--- config.mk ---
export PLATFORM = sky130hd
export DESIGN_NAME = issue_scoreboard
export DESIGN_NICKNAME = d
export VERILOG_FILES = /design/src/rtl/issue_scoreboard.sv
export SDC_FILE = /design/constraint.sdc
export NUM_CORES = 1
export LEC_CHECK = 0
export BUFFER_PORTS_ARGS = -buffer_cell sky130_fd_sc_hd__buf_2
export CELL_PAD_IN_SITES_DETAIL_PLACEMENT = 0
export CELL_PAD_IN_SITES_GLOBAL_PLACEMENT = 2
export CORE_MARGIN = 1.5
export CORE_UTILIZATION = 30
export CTS_BUF_LIST = sky130_fd_sc_hd__clkbuf_4 sky130_fd_sc_hd__clkbuf_8
export DETAILED_ROUTE_END_ITERATION = 7
export PLACE_DENSITY = 0.69
export SLEW_MARGIN = 20
export SYNTH_ARGS = -nofsm -noshare
export SYNTH_HDL_FRONTEND = slang
export SYNTH_SLANG_ARGS = --single-unit
--- constraint.sdc ---
create_clock -name clk -period 6.35 [get_ports clk]
set_clock_uncertainty 0.1 [all_clocks]
set_input_delay 0.3175 -clock clk [delete_from_list [all_inputs] [get_ports clk]]
set_output_delay 0.3175 -clock clk [all_outputs]
set_load 0.05 [all_outputs]
--- src/rtl/issue_scoreboard.sv ---
// issue_scoreboard: issue control between ID and the EXE pipes.
// Tracks pending GPR writes, reserves write-back slots for fixed-latency
// pipes, blocks on the single iterative pipe and makes a one-cycle issue
// decision for the instruction held in ID.
// Optional feature: define BYPASS_WB_EN to treat a register that is being
// written back this cycle as forwarded (not a hazard in that cycle).
module issue_scoreboard #(
   parameter int NUM_REGS  = 32,
   parameter int NUM_PIPES = 4,
   parameter int LAT_W     = 4,
   parameter logic [NUM_PIPES*LAT_W-1:0] PIPE_LAT = {4'd0, 4'd3, 4'd2, 4'd1},
   parameter int MAX_LAT   = 8,
   localparam int RW       = $clog2(NUM_REGS)
) (
   input  logic                 clk,
   input  logic                 rst_n,
   input  logic                 stall,
   input  logic                 flush,
   input  logic                 id_valid,
   input  logic [NUM_PIPES-1:0] id_pipe,
   input  logic [RW-1:0]        id_rd,
   input  logic                 id_rd_wr,
   input  logic [RW-1:0]        id_a1,
   input  logic [RW-1:0]        id_a2,
   input  logic                 id_use_a1,
   input  logic                 id_use_a2,
   input  logic                 wb_en,
   input  logic [RW-1:0]        wb_rd,
   input  logic                 iter_done,
   output logic                 issue,
   output logic                 sb_conflict,
   output logic                 wb_conflict,
   output logic                 iter_busy,
   output logic [NUM_REGS-1:0]  pending
);

   logic [MAX_LAT-1:0]  slot;
   logic [MAX_LAT-1:0]  slot_nxt;
   logic [NUM_REGS-1:0] pending_nxt;
   logic [NUM_REGS-1:0] pend_eff;
   logic                iter_busy_nxt;
   logic                one_hot;
   logic [LAT_W-1:0]    sel_lat;
   logic                is_iter;
   logic                is_fixed;
   logic                slot_hit;

   // Decode the target pipe: one-hot check and latency of the selected pipe
   always_comb begin
      one_hot = (id_pipe != '0) && ((id_pipe & (id_pipe - 1'b1)) == '0);
      sel_lat = '0;
      for (int i = 0; i < NUM_PIPES; i++) begin
         if (id_pipe[i]) sel_lat = sel_lat | PIPE_LAT[i*LAT_W +: LAT_W];
      end
      is_iter  = one_hot && (sel_lat == '0);
      is_fixed = one_hot && (sel_lat != '0);
      // slot[L] is the bit that lands in slot[L-1] after this cycle's shift;
      // L == MAX_LAT looks beyond the register and is always free
      slot_hit = 1'b0;
      for (int i = 1; i < MAX_LAT; i++) begin
         if (int'(sel_lat) == i) slot_hit = slot[i];
      end
   end

   // Hazard detection and the issue decision
   always_comb begin
      pend_eff = pending;
`ifdef BYPASS_WB_EN
      // The WB value is forwarded, so the register is already readable
      if (wb_en) pend_eff[wb_rd] = 1'b0;
`endif
      sb_conflict = id_valid && one_hot &&
                    ((pend_eff[id_a1] && id_use_a1) ||
                     (pend_eff[id_a2] && id_use_a2) ||
                     (pend_eff[id_rd] && id_rd_wr));
      wb_conflict = id_valid && is_fixed && slot_hit;
      issue       = id_valid && one_hot && !stall && !flush &&
                    !sb_conflict && !wb_conflict && !iter_busy;
   end

   // Next-state: scoreboard bits (set beats clear), WB slot shift, iterative busy
   always_comb begin
      pending_nxt = pending;
      if (wb_en) pending_nxt[wb_rd] = 1'b0;
      if (issue && id_rd_wr && (id_rd != '0)) pending_nxt[id_rd] = 1'b1;

      slot_nxt = slot >> 1;
      if (issue && is_fixed && id_rd_wr) begin
         for (int i = 0; i < MAX_LAT; i++) begin
            if (int'(sel_lat) == i + 1) slot_nxt[i] = 1'b1;
         end
      end

      iter_busy_nxt = iter_busy;
      if (issue && is_iter) iter_busy_nxt = 1'b1;
      else if (iter_done)   iter_busy_nxt = 1'b0;
   end

   // State registers
   always_ff @(posedge clk or negedge rst_n) begin
      if (!rst_n) begin
         pending   <= '0;
         slot      <= '0;
         iter_busy <= 1'b0;
      end else begin
         pending   <= pending_nxt;
         slot      <= slot_nxt;
         iter_busy <= iter_busy_nxt;
      end
   end

endmodule

==> results.ini, run 1 <==
[clock_tree]
root_buffer=clkbuf_8
clkTransAtPathRegs_ps=70
cts_buffers=5
cts_hold_buf=0
post_cts_resized=0
cts.htree.levels=2
tritoncts=done
ctsLongestPathBuffers=2
clock-sinks=35
clock_latency_ps=290
cts_setup_buffers=0

[detailed_routing]
avgRoutedWirePerCell_um=21.94
via_per_inst=6.092
vias=2528
wirelength_mm=9.106
antenna_left=0
drt_first_pass_iters=4
drtIter0Drc=188
drcViolationCount=0

[critical_path]
r2r-start=pending[21]$_DFF_PN0_
crit_family=multiplexers
worstSetupPathType=reg -> out
critPathMostFrequentCell=mux4_2
path_buf_inv=2
worstReg2RegEnd=pending[9]$_DFF_PN0_
cp_cell_sequence=mux4_2 > mux4_2 > o22a_1 > a32o_2 > buf_4 > nor4_1 > buf_2
slowest_delay_ps=480
rr_worst_depth=6
worstPathMaxFanout=36
ff2ff_setup_slack_ps=3550
slowest_stage=mux4_2
crit_required_ps=5930
start_kind=flop
endpoint_kind=primary output
arrival_ps=3060

[timing]
worst_slew_pin_slew_ps=789.5
finalHoldViolations=0
grt_setup_unrepaired=no
setup_violations=0
finalCritPeriodShare=0.5480
fin_crit_ps=3480
setup_ws_ps=2870
setup_tns_ps=0
relSlewSlack=0.4737
maxSlewViolCount=0
clock.fmax_ghz=0.2874

[floorplan]
coreArea_sq_um=8848
start_util=0.3148
fp.dieH_um=99.36
die_x_um=99.36
die-area_sq_um=9871
rows=34
io_pins=70

[placement]
port-buffer-count=69
post-place-ws_ps=2992
place_congestion=0.8834
hpwl_mm=6.832
place_area_sq_um=3153

[synthesis]
ys_ff_latch=35
synthAdderAreaFrac=0
ys.flop_type=dfrtp_1
synthSimpleGateAreaFrac=0.1411
synth_edf_count=0
yosys_warnings=0
async_reset_ff_frac=1.000
synth_compound_area_frac=0.2668
synth_seq_area_share=0.3145
synth_top_family_by_area=compound AO/OA/AOI/OAI gates
synth_xor_area_frac=0.003145
syn-num-nets=285
synthMuxAreaShare=0.2188
syn_avg_cell_area_sq_um=11.10
synthesis.area_sq_um=2785
netlist_instances=251
ys_types=48

[final_layout]
nFillCells=904
nets=340
diodes=0
postLayoutCellArea_sq_um=3271
layout_common_cells=69 x buf_2, 35 x dfrtp_1, 33 x o21ai_0
layout-drive-gt1-share=0.4267
mostFrequentLayoutCell=buf_2
syn_to_final_growth_pct=17.43

[grt]
antenna_found_initial=0
grt_pass1_vias=2484
grt-ovfl-total=0
grt_usage=0.1901
grt_max_degree=37
grt_pass1_wl_mm=14.51

[min_path]
hp-class=in -> async

[status]
status=completed

[power]
p_leak_nw=1.489
power.density_nw_per_um2=168.8
peakVddDrop_mv=0.06263

[run]
drv_cap=0

## final cells by class
class                           count  area [sq um]  share of cell area
Sequential cell                    35         875.8              0.2678
Clock inverter                      2         35.03             0.01071
Multi-Input combinational cell    186          1755              0.5367
Inverter                            7         26.28            0.008034
Clock buffer                        6         82.58             0.02525
Timing Repair Buffer               71         360.3              0.1102
Tap cell                          108         135.1             0.04132
## Yosys cell counts, types with 6 or more instances
master | instances | area (sq um)
o41ai_2 | 21 | 341.6
mux4_2 | 19 | 427.9
o21ai_0 | 33 | 165.2
clkbuf_1 | 9 | 33.78
inv_1 | 6 | 22.52
mux2i_1 | 10 | 100.1
dfrtp_1 | 35 | 875.8
nand2_1 | 11 | 41.29
nand3_1 | 8 | 40.04
buf_1 | 7 | 26.28
o41ai_1 | 7 | 61.31
nor2_1 | 7 | 26.28
nand3b_1 | 10 | 75.07
## metrics by stage
step                        util  std cells  total power, W  hold slack [ps]
after detailed placement  0.3563        407       0.0003488            348.3
after CTS                 0.3696        415       0.0005565            34.45
after global routing      0.3696        415       0.0005788            69.56
after floorplan                -        251       0.0003127           -78.09
final                     0.3696        415       0.0005521            9.802
after global placement    0.3563        407       0.0003488            355.6
## per-layer routing
| metal | GRT usage | vias to the layer above | wire (um) |
|---|---|---|---|
| met2 | 0.2908 | 100 | 4184 |
| met4 | 0.04334 | 0 | 85 |
| met5 | 0 | - | 0 |
| met1 | 0.2851 | 1291 | 4146 |
| li1 | - | 1131 | - |
| met3 | 0.02670 | 6 | 689 |
## state kept, by name, indices dropped and copies added, names as in the netlist
register and count:
pending 32, slot 2, iter_busy 1
## worst register-to-register path, delay by kind of cell (launching register included)
kind	cells	cell delay, ps
flip-flops	1	450
AO/OA/AOI/OAI	3	890
buffers and inverters	1	280
multiplexers	2	950
## kinds of logic after synthesis
| kind of cell | after synthesis |
|---|---|
| xor+xnor | 1 |
| compound gates | 83 |
| flops | 35 |
| buf+inv | 30 |
| mux | 35 |
| simple gates | 67 |
## worst max-delay path by stage
| stage | endpoint | slack, ps | from | depth (start not counted) |
|---|---|---|---|---|
| finish | issue | 2870 | pending[21]$_DFF_PN0_ | 7 |
| global route | issue | 2760 | pending[22]$_DFF_PN0_ | 7 |
| CTS | issue | 2880 | pending[22]$_DFF_PN0_ | 7 |
| detailed placement | issue | 2990 | id_a1[1] | 8 |
| global placement | issue | 3000 | id_a1[1] | 8 |
| floorplan | issue | 2150 | pending[23]$_DFF_PN0_ | 7 |
## power breakdown
| part | internal, W | switching, W |
|---|---|---|
| logic | 0.0000354 | 0.0000758 |
| clock network | 0.000127 | 0.0000807 |
| registers | 0.000227 | 0.00000660 |
Note: power is estimated with default switching activity, not from simulation.
==> run 2: changes to the inputs <==
Settings changed: ABC_AREA set to 1, CORE_UTILIZATION 30 to 28, PLACE_DENSITY 0.69 to 0.79.
Clock period 6.35 ns to 3.6 ns, I/O delays scaled along.
==> run 2 against run 1 <==
Effect of this change: sequential cell count is the same; clock power grew 59%; cell count grew 59%; worst setup slack lost 1900 ps; wire length grew 25%; register-to-register slack lost 2300 ps; critical path depth grew 5.
==> results.ini, run 2 <==
[critical_path]
crit_required_ps=3320  ; -2610 ps
endpoint_kind=primary output
critPathMostFrequentCell=nand2_1
crit_family=simple AND/OR/NAND/NOR gates
arrival_ps=2340  ; -720 ps
r2r-start=pending[1]$_DFF_PN0_
worstReg2RegEnd=pending[3]$_DFF_PN0_
path_buf_inv=1  ; -1
rr_worst_depth=14  ; +8
start_kind=flop
slowest_delay_ps=460  ; -20 ps
ff2ff_setup_slack_ps=1200  ; -2350 ps
cp_cell_sequence=nand2_1 > o21ai_0 > nand2_1 > nand2_1 > nand2_1 > nand2_1 > nor2_1 > nand2_1 > nand2_1 > nand3_2 > nor2_4 > buf_2
worstSetupPathType=reg -> out
worstPathMaxFanout=20  ; -44%
slowest_stage=dfrtp_1

[min_path]
whs_path_depth=3
hold_end=iter_busy$_DFFE_PN0P_
min-delay-start=id_pipe[3]
hp-class=in -> reg

[clock_tree]
ctsLongestPathBuffers=2  ; unchanged
clkTransAtPathRegs_ps=70  ; about the same
cts_setup_buffers=0  ; unchanged
tritoncts=done
cts.htree.levels=2  ; unchanged
cts_buffers=5  ; unchanged
post_cts_resized=0  ; unchanged
clock_latency_ps=290  ; about the same
cts_hold_buf=2  ; +2
root_buffer=clkbuf_8
clock-sinks=35  ; unchanged

[timing]
clock.fmax_ghz=0.3815
setup_violations=0  ; unchanged
fin_crit_ps=2621
finalHoldViolations=0  ; unchanged
setup_tns_ps=0  ; unchanged
maxSlewViolCount=0  ; unchanged
worst_slew_pin_slew_ps=914.4  ; +125.0 ps
relSlewSlack=0.3889  ; -0.08479
grt_setup_unrepaired=no
finalCritPeriodShare=0.7281

[power]
p_total_w=0.0009528  ; +73%
p_leak_nw=1.763  ; +18%
peakVddDrop_mv=0.1584  ; +150%
power.density_nw_per_um2=285.4  ; +69%

[detailed_routing]
vias=3407  ; +35%
avgRoutedWirePerCell_um=17.20  ; -22%
antenna_left=0  ; unchanged
drtIter0Drc=180  ; -4.3%
drt_first_pass_iters=4  ; unchanged
via_per_inst=5.170  ; -15%
drcViolationCount=0  ; unchanged
wirelength_mm=11.34  ; +25%

[synthesis]
ys.flop_type=dfrtp_1
synth_common_cells=171 x nand2_1, 68 x nand3_1, 38 x nor2_1
yosysMostFrequentCell=nand2_1
synth_area_leader_cell=dfrtp_1
synthesis.area_sq_um=2816  ; +1.1%
yosys_warnings=0  ; unchanged
async_reset_ff_frac=1.000  ; unchanged
ys_ff_latch=35  ; unchanged
netlist_instances=465  ; +85%
ys_top_cells_by_area=dfrtp_1 31%, nand2_1 23%, nand3_1 12%
syn_avg_cell_area_sq_um=6.057  ; -45%
syn-num-nets=499  ; +75%
synth_seq_area_share=0.3110  ; -0.003493
ys_types=21  ; -56%
synth_edf_count=0  ; unchanged
netlist.area_leader.share=0.3110  ; -0.003493

[final_layout]
syn_to_final_growth_pct=18.53
multiInputGateArea_sq_um=1673  ; -4.7%
postLayoutCellArea_sq_um=3338  ; +2.1%
nets=559  ; +64%
nFillCells=1102  ; +22%
diodes=0  ; unchanged
regMostFlops=pending
largest_reg_flops=32  ; unchanged
mostFrequentLayoutCell=nand2_1
ff_latch_area_sq_um=875.8  ; unchanged
layout_common_cells=171 x nand2_1, 69 x buf_2, 68 x nand3_1
layout-drive-gt1-share=0.1635  ; -0.2632
largestRegisters=pending (32), slot (2), iter_busy (1)
final_core_util=0.3415  ; -0.02810

[grt]
grt-ovfl-total=0  ; unchanged
grt_usage=0.2229  ; +0.03281
grt_max_degree=36  ; -2.7%
antenna_found_initial=0  ; unchanged
grt_pass1_vias=3311  ; +33%
grt_pass1_wl_mm=17.83  ; +23%

[placement]
place_area_sq_um=3214  ; +1.9%
place_congestion=0.8378  ; -5.2%
port-buffer-count=69  ; unchanged
hpwl_mm=8.533  ; +25%

[floorplan]
start_util=0.2881  ; -0.02662
io_pins=70  ; unchanged
rows=36  ; +5.9%
die-area_sq_um=10670  ; +8.1%
die_x_um=103.3  ; +4.0%
coreArea_sq_um=9774  ; +10%
fp.dieH_um=103.3  ; +4.0%

[run]
drv_cap=0  ; unchanged

[status]
status=completed

==> run 2: through the flow <==
step                hold WS, ps  std cells  worst slack [ps]
floorplan                -215.6        465              1642
global placement          233.3        649              1074
detailed placement        224.6        649              1062
CTS                       89.44        659             995.9
global route              124.0        659             773.1
finish                    91.95        659             979.0
==> run 2: logic make-up (layout without fill, tap and decap cells) <==
logic type      Yosys count  after routing  synth area share
buf+inv                  58            119           0.09507
simple gates            329            329            0.5162
compound gates           43             43           0.07774
flops                    35             35            0.3110
==> run 2: worst max path at each step <==
stage                    startpoint                   end  slack, ps  cells after the start
6_report       pending[1]$_DFF_PN0_                 issue        980                     12
5_1_grt        pending[1]$_DFF_PN0_                 issue        770                     12
4_1_cts        pending[1]$_DFF_PN0_                 issue       1000                     12
3_5_place_dp               id_a1[0]  pending[3]$_DFF_PN0_       1060                     14
3_3_place_gp               id_rd[0]  pending[4]$_DFF_PN0_       1070                     16
2_1_floorplan  pending[0]$_DFF_PN0_           sb_conflict       1640                     12
==> run 2: final cells by class <==
type	count	area share
clock buffers	8	0.03111
well taps	133	0.04985
multi-input cells	372	0.5011
flip-flops and latches	35	0.2624
repair buffers	72	0.1117
inverters	39	0.04385
==> run 2: worst min-delay path, stage by stage <==
cell	delay (ps)
buf_2	100
nand3_1	80
o21ai_0	70
==> run 2: routing by layer <==
layer  up-vias  share of wire  routed length [um]  global-route usage
met1      1619           0.46                5201              0.2972
met5         -              0                   0                   0
met3        25          0.043                 491             0.02755
met2        98           0.47                5320              0.3730
li1       1665              -                   -                   -
met4         0          0.028                 323             0.07900
==> run 2: power breakdown <==
group	switching (W)	internal, W
Combinational	0.000155	0.0000522
Clock	0.000147	0.000182
Sequential	0.0000152	0.000401
Total	0.000317	0.000636
